### src/rtl/eth_txgen.sv
// Ethernet test-frame generator: emits fixed-header, counting-payload frames on a
// 64-bit AXI4-Stream master, singly or as a continuous train with inter-frame gaps.
module eth_txgen #(
    parameter logic [47:0] SRC_MAC   = 48'h00_11_22_33_44_55,
    parameter logic [47:0] DST_MAC   = 48'hFF_FF_FF_FF_FF_FF,
    parameter logic [15:0] ETHERTYPE = 16'h88B5
) (
    input  logic        clk156,
    input  logic        eth_rst_n,
    input  logic        start,
    input  logic        continuous,
    input  logic [10:0] frame_len,
    input  logic [7:0]  ifg_cycles,
    output logic        m_axis_tvalid,
    input  logic        m_axis_tready,
    output logic [63:0] m_axis_tdata,
    output logic [7:0]  m_axis_tkeep,
    output logic        m_axis_tlast,
    output logic        m_axis_tuser,
    output logic        busy,
    output logic [31:0] frame_cnt,
    output logic [7:0]  debug
);
    localparam logic [10:0] MIN_LEN = 11'd60;
    localparam logic [10:0] MAX_LEN = 11'd1514;

    typedef enum logic [2:0] {
        IDLE    = 3'd0,
        HDR0    = 3'd1,
        HDR1    = 3'd2,
        PAYLOAD = 3'd3,
        GAP     = 3'd4
    } state_t;

    state_t      state_reg;
    logic [15:0] seq_reg;
    logic [31:0] frame_cnt_reg;
    logic [7:0]  beat_reg;
    logic [7:0]  last_idx_reg;
    logic [7:0]  last_keep_reg;
    logic [7:0]  ifg_reg;
    logic [7:0]  gap_cnt_reg;
    logic        tvalid_reg;
    logic        tlast_reg;
    logic [63:0] tdata_reg;
    logic [7:0]  tkeep_reg;

    logic [10:0] eff_len;
    logic [10:0] beats_w;
    logic [7:0]  start_last_idx;
    logic [7:0]  start_last_keep;

    always_comb begin
        eff_len = frame_len;
        if (frame_len < MIN_LEN) begin
            eff_len = MIN_LEN;
        end else if (frame_len > MAX_LEN) begin
            eff_len = MAX_LEN;
        end
        beats_w         = (eff_len + 11'd7) >> 3;
        start_last_idx  = beats_w[7:0] - 8'd1;
        start_last_keep = (eff_len[2:0] == 3'd0) ? 8'hFF : ~(8'hFF << eff_len[2:0]);
    end

    logic in_frame;
    logic accept;
    logic load_beat;
    logic [7:0]  nidx;
    logic        next_last;
    logic [7:0]  next_keep;
    logic [63:0] next_data;
    logic [63:0] hdr0_word;
    logic [63:0] hdr1_word;

    assign in_frame = (state_reg == HDR0) || (state_reg == HDR1) || (state_reg == PAYLOAD);
    assign accept   = tvalid_reg && m_axis_tready;

    // A new beat is staged on start, on every non-final accept, and when a train rolls over.
    assign load_beat = ((state_reg == IDLE) && start)
                    || (in_frame && accept && (!tlast_reg || ((ifg_reg == 8'd0) && continuous)))
                    || ((state_reg == GAP) && (gap_cnt_reg == 8'd0) && continuous);

    assign nidx      = (in_frame && !tlast_reg) ? (beat_reg + 8'd1) : 8'd0;
    // Frames are at least 8 beats, so the two header beats are never final.
    assign next_last = (nidx >= 8'd2) && (nidx == last_idx_reg);
    assign next_keep = next_last ? last_keep_reg : 8'hFF;

    assign hdr0_word = {SRC_MAC[39:32], SRC_MAC[47:40],
                        DST_MAC[7:0],   DST_MAC[15:8],  DST_MAC[23:16],
                        DST_MAC[31:24], DST_MAC[39:32], DST_MAC[47:40]};
    assign hdr1_word = {seq_reg[7:0],   seq_reg[15:8],
                        ETHERTYPE[7:0], ETHERTYPE[15:8],
                        SRC_MAC[7:0],   SRC_MAC[15:8],  SRC_MAC[23:16], SRC_MAC[31:24]};

    genvar gi;
    generate
        for (gi = 0; gi < 8; gi++) begin : g_lane
            // Payload byte value is the low 8 bits of its frame offset (beat*8 + lane).
            assign next_data[8*gi +: 8] =
                (nidx == 8'd0) ? hdr0_word[8*gi +: 8] :
                (nidx == 8'd1) ? hdr1_word[8*gi +: 8] :
                next_keep[gi]  ? {nidx[4:0], 3'(gi)}  : 8'h00;
        end
    endgenerate

    always_ff @(posedge clk156 or negedge eth_rst_n) begin
        if (!eth_rst_n) begin
            state_reg     <= IDLE;
            seq_reg       <= 16'd0;
            frame_cnt_reg <= 32'd0;
            beat_reg      <= 8'd0;
            last_idx_reg  <= 8'd0;
            last_keep_reg <= 8'd0;
            ifg_reg       <= 8'd0;
            gap_cnt_reg   <= 8'd0;
            tvalid_reg    <= 1'b0;
            tlast_reg     <= 1'b0;
            tdata_reg     <= 64'd0;
            tkeep_reg     <= 8'd0;
        end else begin
            if (load_beat) begin
                tvalid_reg <= 1'b1;
                tdata_reg  <= next_data;
                tkeep_reg  <= next_keep;
                tlast_reg  <= next_last;
                beat_reg   <= nidx;
            end else if (accept && tlast_reg) begin
                tvalid_reg <= 1'b0;
                tlast_reg  <= 1'b0;
            end

            case (state_reg)
                IDLE: begin
                    if (start) begin
                        ifg_reg       <= ifg_cycles;
                        last_idx_reg  <= start_last_idx;
                        last_keep_reg <= start_last_keep;
                        state_reg     <= HDR0;
                    end
                end
                HDR0, HDR1, PAYLOAD: begin
                    if (accept) begin
                        if (tlast_reg) begin
                            frame_cnt_reg <= frame_cnt_reg + 32'd1;
                            seq_reg       <= seq_reg + 16'd1;
                            if (ifg_reg != 8'd0) begin
                                state_reg   <= GAP;
                                gap_cnt_reg <= ifg_reg - 8'd1;
                            end else begin
                                state_reg <= continuous ? HDR0 : IDLE;
                            end
                        end else begin
                            state_reg <= (nidx == 8'd1) ? HDR1 : PAYLOAD;
                        end
                    end
                end
                GAP: begin
                    if (gap_cnt_reg == 8'd0) begin
                        state_reg <= continuous ? HDR0 : IDLE;
                    end else begin
                        gap_cnt_reg <= gap_cnt_reg - 8'd1;
                    end
                end
                default: state_reg <= IDLE;
            endcase
        end
    end

    assign m_axis_tvalid = tvalid_reg;
    assign m_axis_tdata  = tdata_reg;
    assign m_axis_tkeep  = tkeep_reg;
    assign m_axis_tlast  = tlast_reg;
    assign m_axis_tuser  = 1'b0;
    assign busy          = (state_reg != IDLE);
    assign frame_cnt     = frame_cnt_reg;
    assign debug         = {state_reg, seq_reg[4:0]};

endmodule

### config.mk
export PLATFORM = sky130hd
export DESIGN_NAME = eth_txgen
export DESIGN_NICKNAME = d
export VERILOG_FILES = /design/src/rtl/eth_txgen.sv
export SDC_FILE = /design/constraint.sdc
export NUM_CORES = 1
export LEC_CHECK = 0
export ABC_AREA = 1
export CORE_MARGIN = 2
export CORE_UTILIZATION = 50
export CTS_CLUSTER_SIZE = 24
export DETAILED_ROUTE_END_ITERATION = 12
export GPL_TIMING_DRIVEN = 0
export PLACE_DENSITY = 0.83
export SYNTH_ARGS = -nofsm -noshare
export SYNTH_HDL_FRONTEND = slang
export SYNTH_SLANG_ARGS = --single-unit
### constraint.sdc
create_clock -name clk156 -period 5.5 [get_ports clk156]
set_input_delay 0.55 -clock clk156 [delete_from_list [all_inputs] [get_ports clk156]]
set_output_delay 0.55 -clock clk156 [all_outputs]
set_load 0.02 [all_outputs]
# [Yosys cells after proc, flatten, opt, wreduce, memory -nomap -nowiden]
# Cells that the tools add are included.
[totals] regBits=165 inputBits=24 elab_cells=111
[classes] addsub=7 n_lt_le_gt_ge=3 eq_ne=12 shifts=1 mux=45 n_bitwise=1 reduce_logical=30
[ops] cell="8-bit 2-to-1 mux" n=31
[ops] cell="32-bit by 1-bit adder with 32-bit output, second input constant" n=1
[ops] cell="8-bit logical NOT" n=3
[ops] cell="8-bit by 1-bit subtractor with 8-bit output, second input constant" n=3
[ops] cell="11-bit 2-to-1 mux" n=2
[ops] cell="16-bit by 1-bit adder with 16-bit output, second input constant" n=1
[ops] cell="8-bit one-hot mux with 2 select lines" n=1
[ops] cell="3-bit 2-to-1 mux" n=5
[ops] cell="11-bit by 3-bit adder with 11-bit output, second input constant" n=1
[ops] cell="11-bit > comparator, second input constant" n=1
[ops] cell="11-bit by 6-bit < comparator with 1-bit output, second input constant" n=1
[ops] cell="1-bit logical AND" n=10
[ops] cell="2-bit inequality test, second input constant" n=5
[ops] cell="3-bit one-hot mux with 3 select lines" n=1
[ops] cell="8-bit by 1-bit adder with 8-bit output, second input constant" n=1
[ops] cell="8-bit by 1-bit equality test with 1-bit output, second input constant" n=1
[ops] cell="8-bit equality test" n=1
[ops] cell="8-bit by 2-bit greater-or-equal comparator with 1-bit output, second input constant" n=1
[ops] cell="8-bit inverter" n=1
[ops] cell="8-bit nonzero test" n=1
[ops] cell="8-bit by 3-bit left shift with 8-bit output, first input constant" n=1
[ops] cell="3-bit by 2-bit equality test with 1-bit output, second input constant" n=2
[ops] cell="3-bit logical NOT" n=2
[ops] cell="3-bit AND reduction" n=2
[ops] cell="other kinds (11)" n=20

# [Longest topological paths before layout]
[depth] ltp_word=11 ltp_mapped=20 depth_no_buf=20

# [Worst setup path after synthesis]
# Ideal clock, no wire load.
[synth_path] path_type="input to register" start="in frame_len[9]" end="reg last_idx_reg[4]" setup_ns=0.129 arrival_time_ns=2.078 setup_slack_ns=3.294 stages=19 n_path_buf=0 cell_sequence="inv_1 -> nand2_1 -> nor2_2 -> nand3_1 -> nand3_1 -> nand2_2 -> nor2_2 -> nor2_4 -> nand2_1 -> nand2_1 -> inv_2 -> ha_1 -> inv_1 -> nor2_2 -> nand2_1 -> nand2_1 -> nand2_1 -> nand2_1 -> o21ai_1"
[synth_via] elab_chain_len=5 elab_cells_between_ends=6 classes_between="2 x add/sub; 2 x order compare; 2 x mux"
[synth_lines] item="start, declared" line_no="12" source="input logic [10:0] frame_len,"
[synth_lines] item="11-bit > comparator" line_no="57" source="end else if (frame_len > MAX_LEN) begin"
[synth_lines] item="11-bit 2-to-1 mux" line_no="57"
[synth_lines] item="11-bit 2-to-1 mux *" line_no="55" source="if (frame_len < MIN_LEN) begin"
[synth_lines] item="11-bit by 3-bit adder with 11-bit output *" line_no="60" source="beats_w = (eff_len + 11'd7) >> 3;"
[synth_lines] item="8-bit by 1-bit subtractor with 8-bit output *" line_no="61" source="start_last_idx = beats_w[7:0] - 8'd1;"
[synth_lines] item="end signal, assigned" line_no="136" source="last_idx_reg <= start_last_idx;"
[synth_lines] item="end, declared" line_no="39" source="logic [7:0] last_idx_reg;"
# Every way passes the cells marked *; elsewhere a longest branch is shown, timed or not.
# A chain may end at the register's enable or synchronous reset.

# [Worst setup path in the final report]
[layout_path] start="reg state_reg[2]" end="reg tdata_reg[42] (netlist: m_axis_tdata[42])"
[layout_via] elab_chain_len=11 elab_cells_between_ends=25 classes_between="1 x order compare; 6 x eq/ne; 5 x mux; 13 x reduce/logical"
[layout_lines] item="start, declared" line_no="35" source="state_t state_reg;"
[layout_lines] item="start signal, assigned" line_no="150" source="state_reg <= continuous ? HDR0 : IDLE;"
[layout_lines] item="start signal, assigned" line_no="153" source="state_reg <= (nidx == 8'd1) ? HDR1 : PAYLOAD;"
[layout_lines] item="start signal, assigned" line_no="159" source="state_reg <= continuous ? HDR0 : IDLE;"
[layout_lines] item="3-bit by 1-bit equality test with 1-bit output or 3-bit by 2-bit equality test with 1-bit output (tied branches)" line_no="75" source="assign in_frame = (state_reg == HDR0) || (state_reg == HDR1) || (state_reg == PAYLOAD);"
[layout_lines] item="1-bit logical OR (2 in series)" line_no="75"
[layout_lines] item="1-bit logical AND" line_no="83" source="assign nidx = (in_frame && !tlast_reg) ? (beat_reg + 8'd1) : 8'd0;"
[layout_lines] item="8-bit 2-to-1 mux" line_no="83"
[layout_lines] item="8-bit by 2-bit greater-or-equal comparator with 1-bit output or 8-bit equality test (tied branches)" line_no="85" source="assign next_last = (nidx >= 8'd2) && (nidx == last_idx_reg);"
[layout_lines] item="1-bit logical AND" line_no="85"
[layout_lines] item="8-bit 2-to-1 mux" line_no="86" source="assign next_keep = next_last ? last_keep_reg : 8'hFF;"
[layout_lines] item="8-bit 2-to-1 mux" line_no="102" source="next_keep[gi] ? {nidx[4:0], 3'(gi)} : 8'h00;"
[layout_lines] item="8-bit 2-to-1 mux" line_no="101" source="(nidx == 8'd1) ? hdr1_word[8*gi +: 8] :"
[layout_lines] item="8-bit 2-to-1 mux" line_no="100" source="(nidx == 8'd0) ? hdr0_word[8*gi +: 8] :"
[layout_lines] item="end signal, assigned" line_no="123" source="tdata_reg <= next_data;"
[layout_lines] item="end, declared" line_no="45" source="logic [63:0] tdata_reg;"
# Several ways; a longest one is shown, not always the timed one.

==> metrics.md <==
| Metric | Value |
|---|---|
| Vias in the first global route | 6541 |
| Post-cts resize count | 0 |
| Post-DP HPWL | 14400 um |
| Count leader, synth | nand2_1 |
| Logic pwr share | 48.0% |
| H-Tree Depth | 4 |
| Max Clk Rate | 362 MHz |
| Leakage | 4.89 nW |
| Adder-Cell Fraction of Synth Area | 1.12% |
| Top_reg_cell synth | dfrtp_1 |
| Syn_area_per_cell | 8.30 um^2 |
| Crit Path Class | reg2reg |
| Seq pwr share | 31.0% |
| Crit end category | flop |
| Initial antenna violation count | 0 |
| Post-route ant nets | 0 |
| Critical path arrival | 3.07 ns |
| # setup viols final | 0 |
| Clk sink count | 155 |
| Share of the synthesized area in the top cell type | 49.5% |
| Setup_tns | 0 ns |
| Vert. Die Dim | 129 um |
| Largest area contributor in the netlist | dfrtp_1 |
| Clock transition at path regs | 0.06 ns |
| Yosys warnings | 0 |
| Layout cell share with drive strength beyond 1 | 11.2% |
| CTS Root Cell | clkbuf_16 |
| Diode count | 0 |
| Vias per Instance | 5.17 |
| FP Rows | 45 |
| Worst-Margin Slew | 0.967 ns |
| Status | complete, no violations |
| Max FFs per register | 54 |
| XOR/XNOR Fraction of Synth Area | 6.26% |
| Wire per inst | 15.1 um |
| RSZ-0062 raised after global routing | false |
| Slew HR | 35.0% |
| Startpoint class of the critical path | flop |
| Final nets | 1132 |
| NetSw | 2.36 mW |
| Largest family of logic cells by synthesized area | simple AND/OR/NAND/NOR gates |
| Pwr dens | 561 nW/um^2 |
| Synth Area in Simple Gates | 27.5% |
| IO buf count | 138 |
| Compound-Gate Fraction of Synth Area | 7.81% |
| Ports | 140 |
| Largest net degree at the start of global routing | 91 |
| Critical path peak fanout | 8 |
| Post-route minimum period | 2.76 ns |
| Global-route wire length before repair | 32800 um |
| Mapped Cells | 943 |
| Clk_lat worst skew | 0.43 ns |
| Post-synth EDFFs | 0 |
| Setup slack, reg-to-reg | 2.74 ns |
| DP Worst Slack | 2.53 ns |
| Total grt overflow | 0 |
| Number of remaining DRC errors | 0 |
| Via count | 6846 |
| Total track usage | 25.2% |
| Post-Place Cell Area | 9500 um^2 |
| Layout Area Growth over Synthesis | 29.2% |
| Hold buffers post-CTS | 0 |
| WP data required | 5.81 ns |
| Final worst path period share | 50.2% |
| Total CTS buffers | 17 |
| Ys async rst share | 100% |
| FF-to-FF Start | state_reg[2]$_DFFE_PN0P_ |
| R2r worst-path depth | 10 |
| Design area | 10100 um^2 |
| Synthesized area | 7830 um^2 |
| Final hold vios | 0 |
| Core ar. | 15300 um^2 |
| Sw frac | 41.7% |
| Chip Width | 129 um |
| Clk pwr share | 21.0% |
| PnR Total Power | 5.67 mW |
| Commonest cells in the netlist | nand2_1 (282), dfrtp_1 (155), inv_1 (82) |
| Setup bufs post-CTS | 0 |
| Clk buf depth | 2 |
| TritonRoute pass-1 iters | 5 |
| CTS tree | yes |
| Top cells by area, synth | dfrtp_1 (50%), nand2_1 (14%), xor2_1 (4.3%), o21ai_0 (4.0%), inv_1 (3.9%) |
| Slew Limit Fails | 0 |
| Max rail drop VDD | 0.359 mV |
| Worst setup margin | 2.74 ns |
| Post-Syn Nets | 974 |
| Reg-to-reg endpoint | m_axis_tdata[42]$_DFFE_PN0P_ |
| Netlist cell types | 45 |
| Max-cap violations | 0 |
| Sequential fraction of the synthesis area | 49.5% |
| Skew final | 0.00855 ns |
| Mux contribution to synthesized area | 0% |
| FF+latch count, synth | 155 |
| Starting Density | 51.3% |
| Pint | 3.31 mW |
| Hold Path Class | in2async |
| Total die area | 16700 um^2 |
| DR iter-0 viols | 556 |
| Routability cong. | 0.941 |
| Total wire length | 20000 um |
-- cell type report --
type / count / area [um^2]
buffer: 37 / 221
clock buffer: 26 / 529
clock inverter: 5 / 80.1
fill: 1164 / 5140
inverter: 101 / 379
multi-input combinational: 650 / 3350
sequential: 155 / 3880
tap: 211 / 264
timing repair buffer: 139 / 1410
-- worst max path at each step --
| stage | endpoint | cells after the start | startpoint |
|---|---|---|---|
| 2_1_floorplan | last_idx_reg[4]$_DFFE_PN0P_ | 19 | frame_len[9] |
| 4_1_cts | m_axis_tdata[42]$_DFFE_PN0P_ | 10 | state_reg[2]$_DFFE_PN0P_ |
| 6_report | m_axis_tdata[42]$_DFFE_PN0P_ | 10 | state_reg[2]$_DFFE_PN0P_ |
| 3_3_place_gp | frame_cnt[21]$_DFFE_PN0P_ | 1 | eth_rst_n |
| 3_5_place_dp | seq_reg[14]$_DFFE_PN0P_ | 11 | m_axis_tready |
| 5_1_grt | m_axis_tdata[59]$_DFFE_PN0P_ | 11 | state_reg[1]$_DFFE_PN0P_ |
-- power by group through the flow --
stage / registers, mW / logic (mW) / clock network (mW)
after floorplan: 1.99 / 1.41 / 0
after global placement: 1.76 / 2.61 / 0
after detailed placement: 1.77 / 2.67 / 0
after CTS: 1.75 / 2.71 / 1.20
after global routing: 1.80 / 2.99 / 1.25
final: 1.76 / 2.72 / 1.19
-- cells by family (layout without fill, tap and decap cells) --
family	after synthesis	after routing
DFF	155	155
other	1	1
AOI/OAI and AO/OA	112	112
buffers and inverters	138	308
xor gates and xnor gates	56	56
adders and majority gates	7	7
and+or+nand+nor	474	474
-- critical path: stages, from the launching register on --
cell and delay (ns):
dfrtp_1 0.43, nor2_4 0.20, nand2_4 0.11, nor2_1 0.54, xor2_1 0.20, nor4_4 0.38, nand2_2 0.18, nor2_8 0.17
nand2_1 0.19, nand2_1 0.15, nand2_1 0.07
-- layer usage --
| metal | vias up | routed length, um | track usage (%) |
|---|---|---|---|
| li1 | 3309 | - | - |
| met1 | 3216 | 8770 | 34.2 |
| met2 | 268 | 9280 | 39.6 |
| met3 | 53 | 1200 | 4.38 |
| met4 | 0 | 771 | 11.9 |
| met5 | - | 0 | 0 |
-- cells in the final DEF (no fill, tap or decap), types with 18 or more instances in the layout --
master           count
xor2_1              38
nand3_1             44
nor2_1              60
clkdlybuf4s50_1    137
inv_1               82
o21ai_1             23
nand2_1            282
dfrtp_1            155
o21ai_0             62
xnor2_1             18
inv_2               18
-- through the flow --
stage	util, %	cells	hold WS [ns]
6_report	66.3	1324	0.0968
3_5_place_dp	62.3	1293	0.456
2_1_floorplan	-	943	0.254
5_1_grt	66.3	1324	0.145
3_3_place_gp	62.1	1292	0.447
4_1_cts	66.3	1324	0.125
(Power assumes the default switching activity.)
